--- src/rtl/sha256_iter.sv ---
// SHA-256 iterative compression core.
// Unrolls ROUNDS_PER_CYCLE rounds per clock with an on-the-fly message schedule.
module sha256_iter #(
    parameter int ROUNDS_PER_CYCLE = 1
) (
    input  logic         clk,
    input  logic         reset_n,
    input  logic         blk_valid,
    output logic         blk_ready,
    input  logic [511:0] blk_data,
    input  logic         blk_first,
    input  logic         blk_last,
    output logic         dig_valid,
    input  logic         dig_ready,
    output logic [255:0] digest,
    output logic         busy
);

    typedef enum logic [1:0] {IDLE, ROUND, FINAL, DONE} state_t;

    localparam logic [5:0] LAST_CNT = 6'(64 - ROUNDS_PER_CYCLE);
    localparam logic [5:0] CNT_STEP = 6'(ROUNDS_PER_CYCLE);

    localparam logic [31:0] IV [8] = '{
        32'h6a09e667, 32'hbb67ae85, 32'h3c6ef372, 32'ha54ff53a,
        32'h510e527f, 32'h9b05688c, 32'h1f83d9ab, 32'h5be0cd19
    };

    localparam logic [31:0] K [64] = '{
        32'h428a2f98, 32'h71374491, 32'hb5c0fbcf, 32'he9b5dba5,
        32'h3956c25b, 32'h59f111f1, 32'h923f82a4, 32'hab1c5ed5,
        32'hd807aa98, 32'h12835b01, 32'h243185be, 32'h550c7dc3,
        32'h72be5d74, 32'h80deb1fe, 32'h9bdc06a7, 32'hc19bf174,
        32'he49b69c1, 32'hefbe4786, 32'h0fc19dc6, 32'h240ca1cc,
        32'h2de92c6f, 32'h4a7484aa, 32'h5cb0a9dc, 32'h76f988da,
        32'h983e5152, 32'ha831c66d, 32'hb00327c8, 32'hbf597fc7,
        32'hc6e00bf3, 32'hd5a79147, 32'h06ca6351, 32'h14292967,
        32'h27b70a85, 32'h2e1b2138, 32'h4d2c6dfc, 32'h53380d13,
        32'h650a7354, 32'h766a0abb, 32'h81c2c92e, 32'h92722c85,
        32'ha2bfe8a1, 32'ha81a664b, 32'hc24b8b70, 32'hc76c51a3,
        32'hd192e819, 32'hd6990624, 32'hf40e3585, 32'h106aa070,
        32'h19a4c116, 32'h1e376c08, 32'h2748774c, 32'h34b0bcb5,
        32'h391c0cb3, 32'h4ed8aa4a, 32'h5b9cca4f, 32'h682e6ff3,
        32'h748f82ee, 32'h78a5636f, 32'h84c87814, 32'h8cc70208,
        32'h90befffa, 32'ha4506ceb, 32'hbef9a3f7, 32'hc67178f2
    };

    function automatic logic [31:0] rotr(input logic [31:0] x, input int n);
        return (x >> n) | (x << (32 - n));
    endfunction

    function automatic logic [31:0] bsig0(input logic [31:0] x);
        return rotr(x, 2) ^ rotr(x, 13) ^ rotr(x, 22);
    endfunction

    function automatic logic [31:0] bsig1(input logic [31:0] x);
        return rotr(x, 6) ^ rotr(x, 11) ^ rotr(x, 25);
    endfunction

    function automatic logic [31:0] ssig0(input logic [31:0] x);
        return rotr(x, 7) ^ rotr(x, 18) ^ (x >> 3);
    endfunction

    function automatic logic [31:0] ssig1(input logic [31:0] x);
        return rotr(x, 17) ^ rotr(x, 19) ^ (x >> 10);
    endfunction

    state_t      state_q;
    logic [5:0]  cnt_q;
    logic        last_q;
    logic [31:0] h_q [8];
    logic [31:0] v_q [8];
    logic [31:0] w_q [16];
    logic [31:0] v_d [8];
    logic [31:0] w_d [16];

    // Chain of ROUNDS_PER_CYCLE rounds; window slot 0 always holds W_t.
    always_comb begin : rounds
        logic [31:0] t1;
        logic [31:0] t2;
        logic [31:0] wn;
        logic [5:0]  idx;
        t1  = '0;
        t2  = '0;
        wn  = '0;
        idx = '0;
        v_d = v_q;
        w_d = w_q;
        for (int j = 0; j < ROUNDS_PER_CYCLE; j++) begin
            idx = cnt_q + 6'(j);
            t1  = v_d[7] + bsig1(v_d[4])
                + ((v_d[4] & v_d[5]) ^ (~v_d[4] & v_d[6]))
                + K[idx] + w_d[0];
            t2  = bsig0(v_d[0])
                + ((v_d[0] & v_d[1]) ^ (v_d[0] & v_d[2]) ^ (v_d[1] & v_d[2]));
            wn  = ssig1(w_d[14]) + w_d[9] + ssig0(w_d[1]) + w_d[0];
            for (int i = 0; i < 15; i++) w_d[i] = w_d[i+1];
            w_d[15] = wn;
            for (int i = 7; i > 0; i--) v_d[i] = v_d[i-1];
            v_d[4] = v_d[4] + t1;
            v_d[0] = t1 + t2;
        end
    end

    // Control FSM plus chaining, working and schedule registers.
    always_ff @(posedge clk or negedge reset_n) begin
        if (!reset_n) begin
            state_q <= IDLE;
            cnt_q   <= '0;
            last_q  <= 1'b0;
            h_q     <= IV;
            for (int i = 0; i < 8; i++) v_q[i] <= '0;
            for (int i = 0; i < 16; i++) w_q[i] <= '0;
        end else begin
            unique case (state_q)
                IDLE: begin
                    if (blk_valid) begin
                        for (int i = 0; i < 16; i++)
                            w_q[i] <= blk_data[511 - 32*i -: 32];
                        last_q  <= blk_last;
                        cnt_q   <= '0;
                        state_q <= ROUND;
                        if (blk_first) begin
                            h_q <= IV;
                            v_q <= IV;
                        end else begin
                            v_q <= h_q;
                        end
                    end
                end
                ROUND: begin
                    v_q   <= v_d;
                    w_q   <= w_d;
                    cnt_q <= cnt_q + CNT_STEP;
                    if (cnt_q == LAST_CNT) state_q <= FINAL;
                end
                FINAL: begin
                    for (int i = 0; i < 8; i++) h_q[i] <= h_q[i] + v_q[i];
                    state_q <= last_q ? DONE : IDLE;
                end
                DONE: begin
                    if (dig_ready) state_q <= IDLE;
                end
                default: state_q <= IDLE;
            endcase
        end
    end

    assign blk_ready = (state_q == IDLE);
    assign dig_valid = (state_q == DONE);
    assign busy      = (state_q != IDLE);
    assign digest    = {h_q[0], h_q[1], h_q[2], h_q[3],
                        h_q[4], h_q[5], h_q[6], h_q[7]};

endmodule

--- config.mk ---
export PLATFORM = sky130hd
export DESIGN_NAME = sha256_iter
export DESIGN_NICKNAME = d
export VERILOG_FILES = /design/src/rtl/sha256_iter.sv
export SDC_FILE = /design/constraint.sdc
export NUM_CORES = 2
export LEC_CHECK = 0
export ABC_CLOCK_PERIOD_IN_PS = 22800
export BUFFER_PORTS_ARGS = -buffer_cell sky130_fd_sc_hd__buf_4
export CELL_PAD_IN_SITES_DETAIL_PLACEMENT = 0
export CELL_PAD_IN_SITES_GLOBAL_PLACEMENT = 1
export CORE_MARGIN = 3
export CORE_UTILIZATION = 49
export CTS_CLUSTER_DIAMETER = 150
export DETAILED_ROUTE_END_ITERATION = 16
export GPL_TIMING_DRIVEN = 0
export PLACE_DENSITY_LB_ADDON = 0.1
export SETUP_SLACK_MARGIN = 0.4
export SLEW_MARGIN = 10
export SYNTH_ARGS = -nofsm -noshare
export SYNTH_HDL_FRONTEND = slang
export SYNTH_SLANG_ARGS = --single-unit
--- constraint.sdc ---
create_clock -name clk -period 22.8 [get_ports clk]
set_input_delay 4.56 -clock clk [delete_from_list [all_inputs] [get_ports clk]]
set_output_delay 4.56 -clock clk [all_outputs]
set_load 0.03 [all_outputs]
==> results.yml <==
outcome:
  status: "finished with violations"
  failed_checks: "max-capacitance violations, max-slew violations"
setup_path:
  reg2reg_from: "cnt_q[0]"
  crit_arrival_ns: 13.03
  path_common_cell: "inv_1"
  crit_start: "cnt_q[0]"
  worst_setup_path_start_kind: "flop"
  worstPathRequired_ns: 23.38
  critPathSlowestCell: "o311ai_0"
  slowest_delay_ns: 1.11
  path_class: "reg2reg"
  end_kind: "flop"
  crit_fanout: 15
layout:
  drive_gt1_share_pct: 12.3
  syn_to_final_growth_pct: 17.5
  fin_util_pct: 58.0
  nets: 10700
  fillers: 13300
die:
  chipHeight_um: 389
  die_area_um2: 152000
  core-area_um2: 146000
  die_width_um: 389
  pin_count: 777
  start_util_pct: 49.4
  std_cell_rows: 140
detailed_routing:
  routed_wirelength_mm: 358
  drtAntennaViolNets: 0
  drc: 0
  drt_pass1_iterations: 8
  num_vias: 73900
  drt-initial-drc-count: 9150
  drt-vias-per-instance: 6.33
  wl_per_cell_um: 30.7
logic_synthesis:
  synth_edf_count: 0
  ys.flop_type: "dfrtp_1"
  async_flop_share_pct: 100
  syn-num-nets: 9838
  syn-cell-area_um2: 72000
  synth-seq-cells: 1033
  yosysSeqAreaShare_pct: 36.1
  syn_area_per_cell_um2: 8.25
  synth.distinct_cells: 86
  yosys_warnings: 0
  netlist_instances: 8728
clock_network:
  numCtsBuffers: 116
  postCtsHoldBufs: 0
  ctsLongestPathBuffers: 3
  cts_resized: 0
  clk-insertion-delay-late_ns: 0.82
  post_cts.repair.setup_buffers: 0
  path_clk_slew_ns: 0.06
  ctsRootBufferMaster: "clkbuf_16"
  h-tree-depth: 3
  cts_tree: "yes"
  cts_sinks: 1033
timing:
  hold_viol_final: 0
  fin_tns_setup_ns: 0
  fin_crit_ns: 12.45
  grt_setup_unrepaired: "no"
  tightest_slew_ns: 1.52
  max-slew-margin-rel_pct: -1.09
  setup_viol: 0
  post-route-period-util_pct: 54.6
  final-max-slew-violation-count: 11
  finClkSkew_ns: 0.100
  fmaxAchievable_mhz: 80.3
hold_path:
  hp-class: "reg2reg"
  min_from: "w_d[453]"
grt:
  grt_max_degree: 167
  grt_pass1_wl_mm: 502
  grtUsageTotal_pct: 45.9
  first_global_vias: 71200
  grt_overflow: 0
  antenna_found_initial: 29
placement:
  place_hpwl_mm: 281
  gp_congestion: 1.09
  portBuffers: 775
run:
  cap_violations: 1
## flip-flops by register name, summed over array words and instances, names as in the netlist
signal and flops:
v_q 64, w_q 32, digest 256, v_d 192, w_d 480, state_q 2
last_q 1, cnt_q 6
## synthesized netlist by cell type (all sizes together), types with 47 or more instances
| cell type | number | area (um^2) |
|---|---|---|
| a21o | 178 | 1340 |
| dfrtp | 897 | 22400 |
| o211ai | 65 | 488 |
| fa | 197 | 3940 |
| nand2b | 76 | 475 |
| o21bai | 47 | 353 |
| nor3 | 92 | 460 |
| o21a | 65 | 488 |
| a21oi | 561 | 2810 |
| xor2 | 268 | 2350 |
| xnor2 | 292 | 2560 |
| a211oi | 85 | 643 |
| nor2 | 835 | 3130 |
| or3 | 147 | 920 |
| nand2 | 1463 | 5490 |
| nand3 | 89 | 445 |
| clkbuf | 569 | 2140 |
| and3 | 120 | 751 |
| o21ai | 642 | 3210 |
| a31oi | 530 | 3320 |
| dfstp | 136 | 3570 |
| ha | 395 | 4940 |
| inv | 483 | 1810 |
## kinds of logic (layout without fill, tap and decap cells)
| logic type | Yosys count | count (layout) | synth area share, % |
|---|---|---|---|
| adders and majority gates | 595 | 595 | 12.4 |
| AOI/OAI and AO/OA | 2436 | 2436 | 20.7 |
| other | 0 | 26 | 0 |
| buffers and inverters | 1088 | 2087 | 5.67 |
| DFF | 1033 | 1033 | 36.1 |
| xor gates and xnor gates | 560 | 560 | 6.81 |
| and+or+nand+nor | 2971 | 2971 | 17.6 |
| muxes | 45 | 45 | 0.749 |
## stage by stage
step	cell area (um^2)	std cells	worst slack, ns	hold WS, ns
after floorplan	72000	8728	15.05	0.447
after global placement	80200	11400	4.73	0.462
after detailed placement	80500	11400	11.14	0.477
after CTS	84600	11600	11.04	0.476
after global routing	84600	11600	10.44	0.476
final	84700	11700	10.35	0.468
## worst max-delay path, delay by kind of cell, from the launching register on
family	cells	cell delay, ns
DFF	1	0.69
adders and majority gates	6	2.75
AOI/OAI and AO/OA	15	4.78
and+or+nand+nor	6	0.93
xor gates and xnor gates	3	1.20
buffers and inverters	6	1.87
## placed cells by master, fill, tap and decap left out, types with 84 or more instances in the layout
cell	count
clkbuf_1	565
a31oi_1	529
nand2_1	1463
fa_1	197
clkbuf_16	116
inv_1	483
or3_1	147
nor3_1	92
a21o_1	178
xnor2_1	292
xor2_1	268
nand3_1	89
dfstp_2	136
a211oi_1	84
buf_4	774
and3_1	120
nor2_1	835
ha_1	395
o21ai_0	600
a21oi_1	561
dfrtp_1	897
## per-layer routing
layer  vias to the layer above  track usage [%]  part of all wire (%)
li1                      31900                -                     -
met1                     35900             56.1                    36
met2                      4915             70.1                    43
met5                         -                0                 0.043
met3                      1211             11.9                    12
met4                        20             33.6                   8.9
## worst paths after layout
path	end	slack, ns	cells after the start
worst min register to register	w_d[485]	0.47	2
worst min-delay path	w_d[485]	0.47	2
worst max-delay path	v_d[223]	10.35	36
worst max register to register	v_d[223]	10.35	36
min in group asynchronous	v_q[145]	3.66	1
max in group asynchronous	w_d[363]	16.58	4
## final cells by class
cell class                 count  area (um^2)  share of cell area (%)
multi-input combinational   6607        41900                    49.5
timing repair buffer         784         6070                    7.17
antenna                       26         65.1                  0.0769
clock buffer                 168         3380                    3.99
buffer                       600         2290                    2.70
tap                         1917         2400                    2.83
clock inverter                47          678                   0.801
sequential                  1033        26000                    30.7
inverter                     488         1830                    2.16
Power is not shown: default switching activity piles up to over one toggle a cycle in this logic, so the estimate is an artifact.
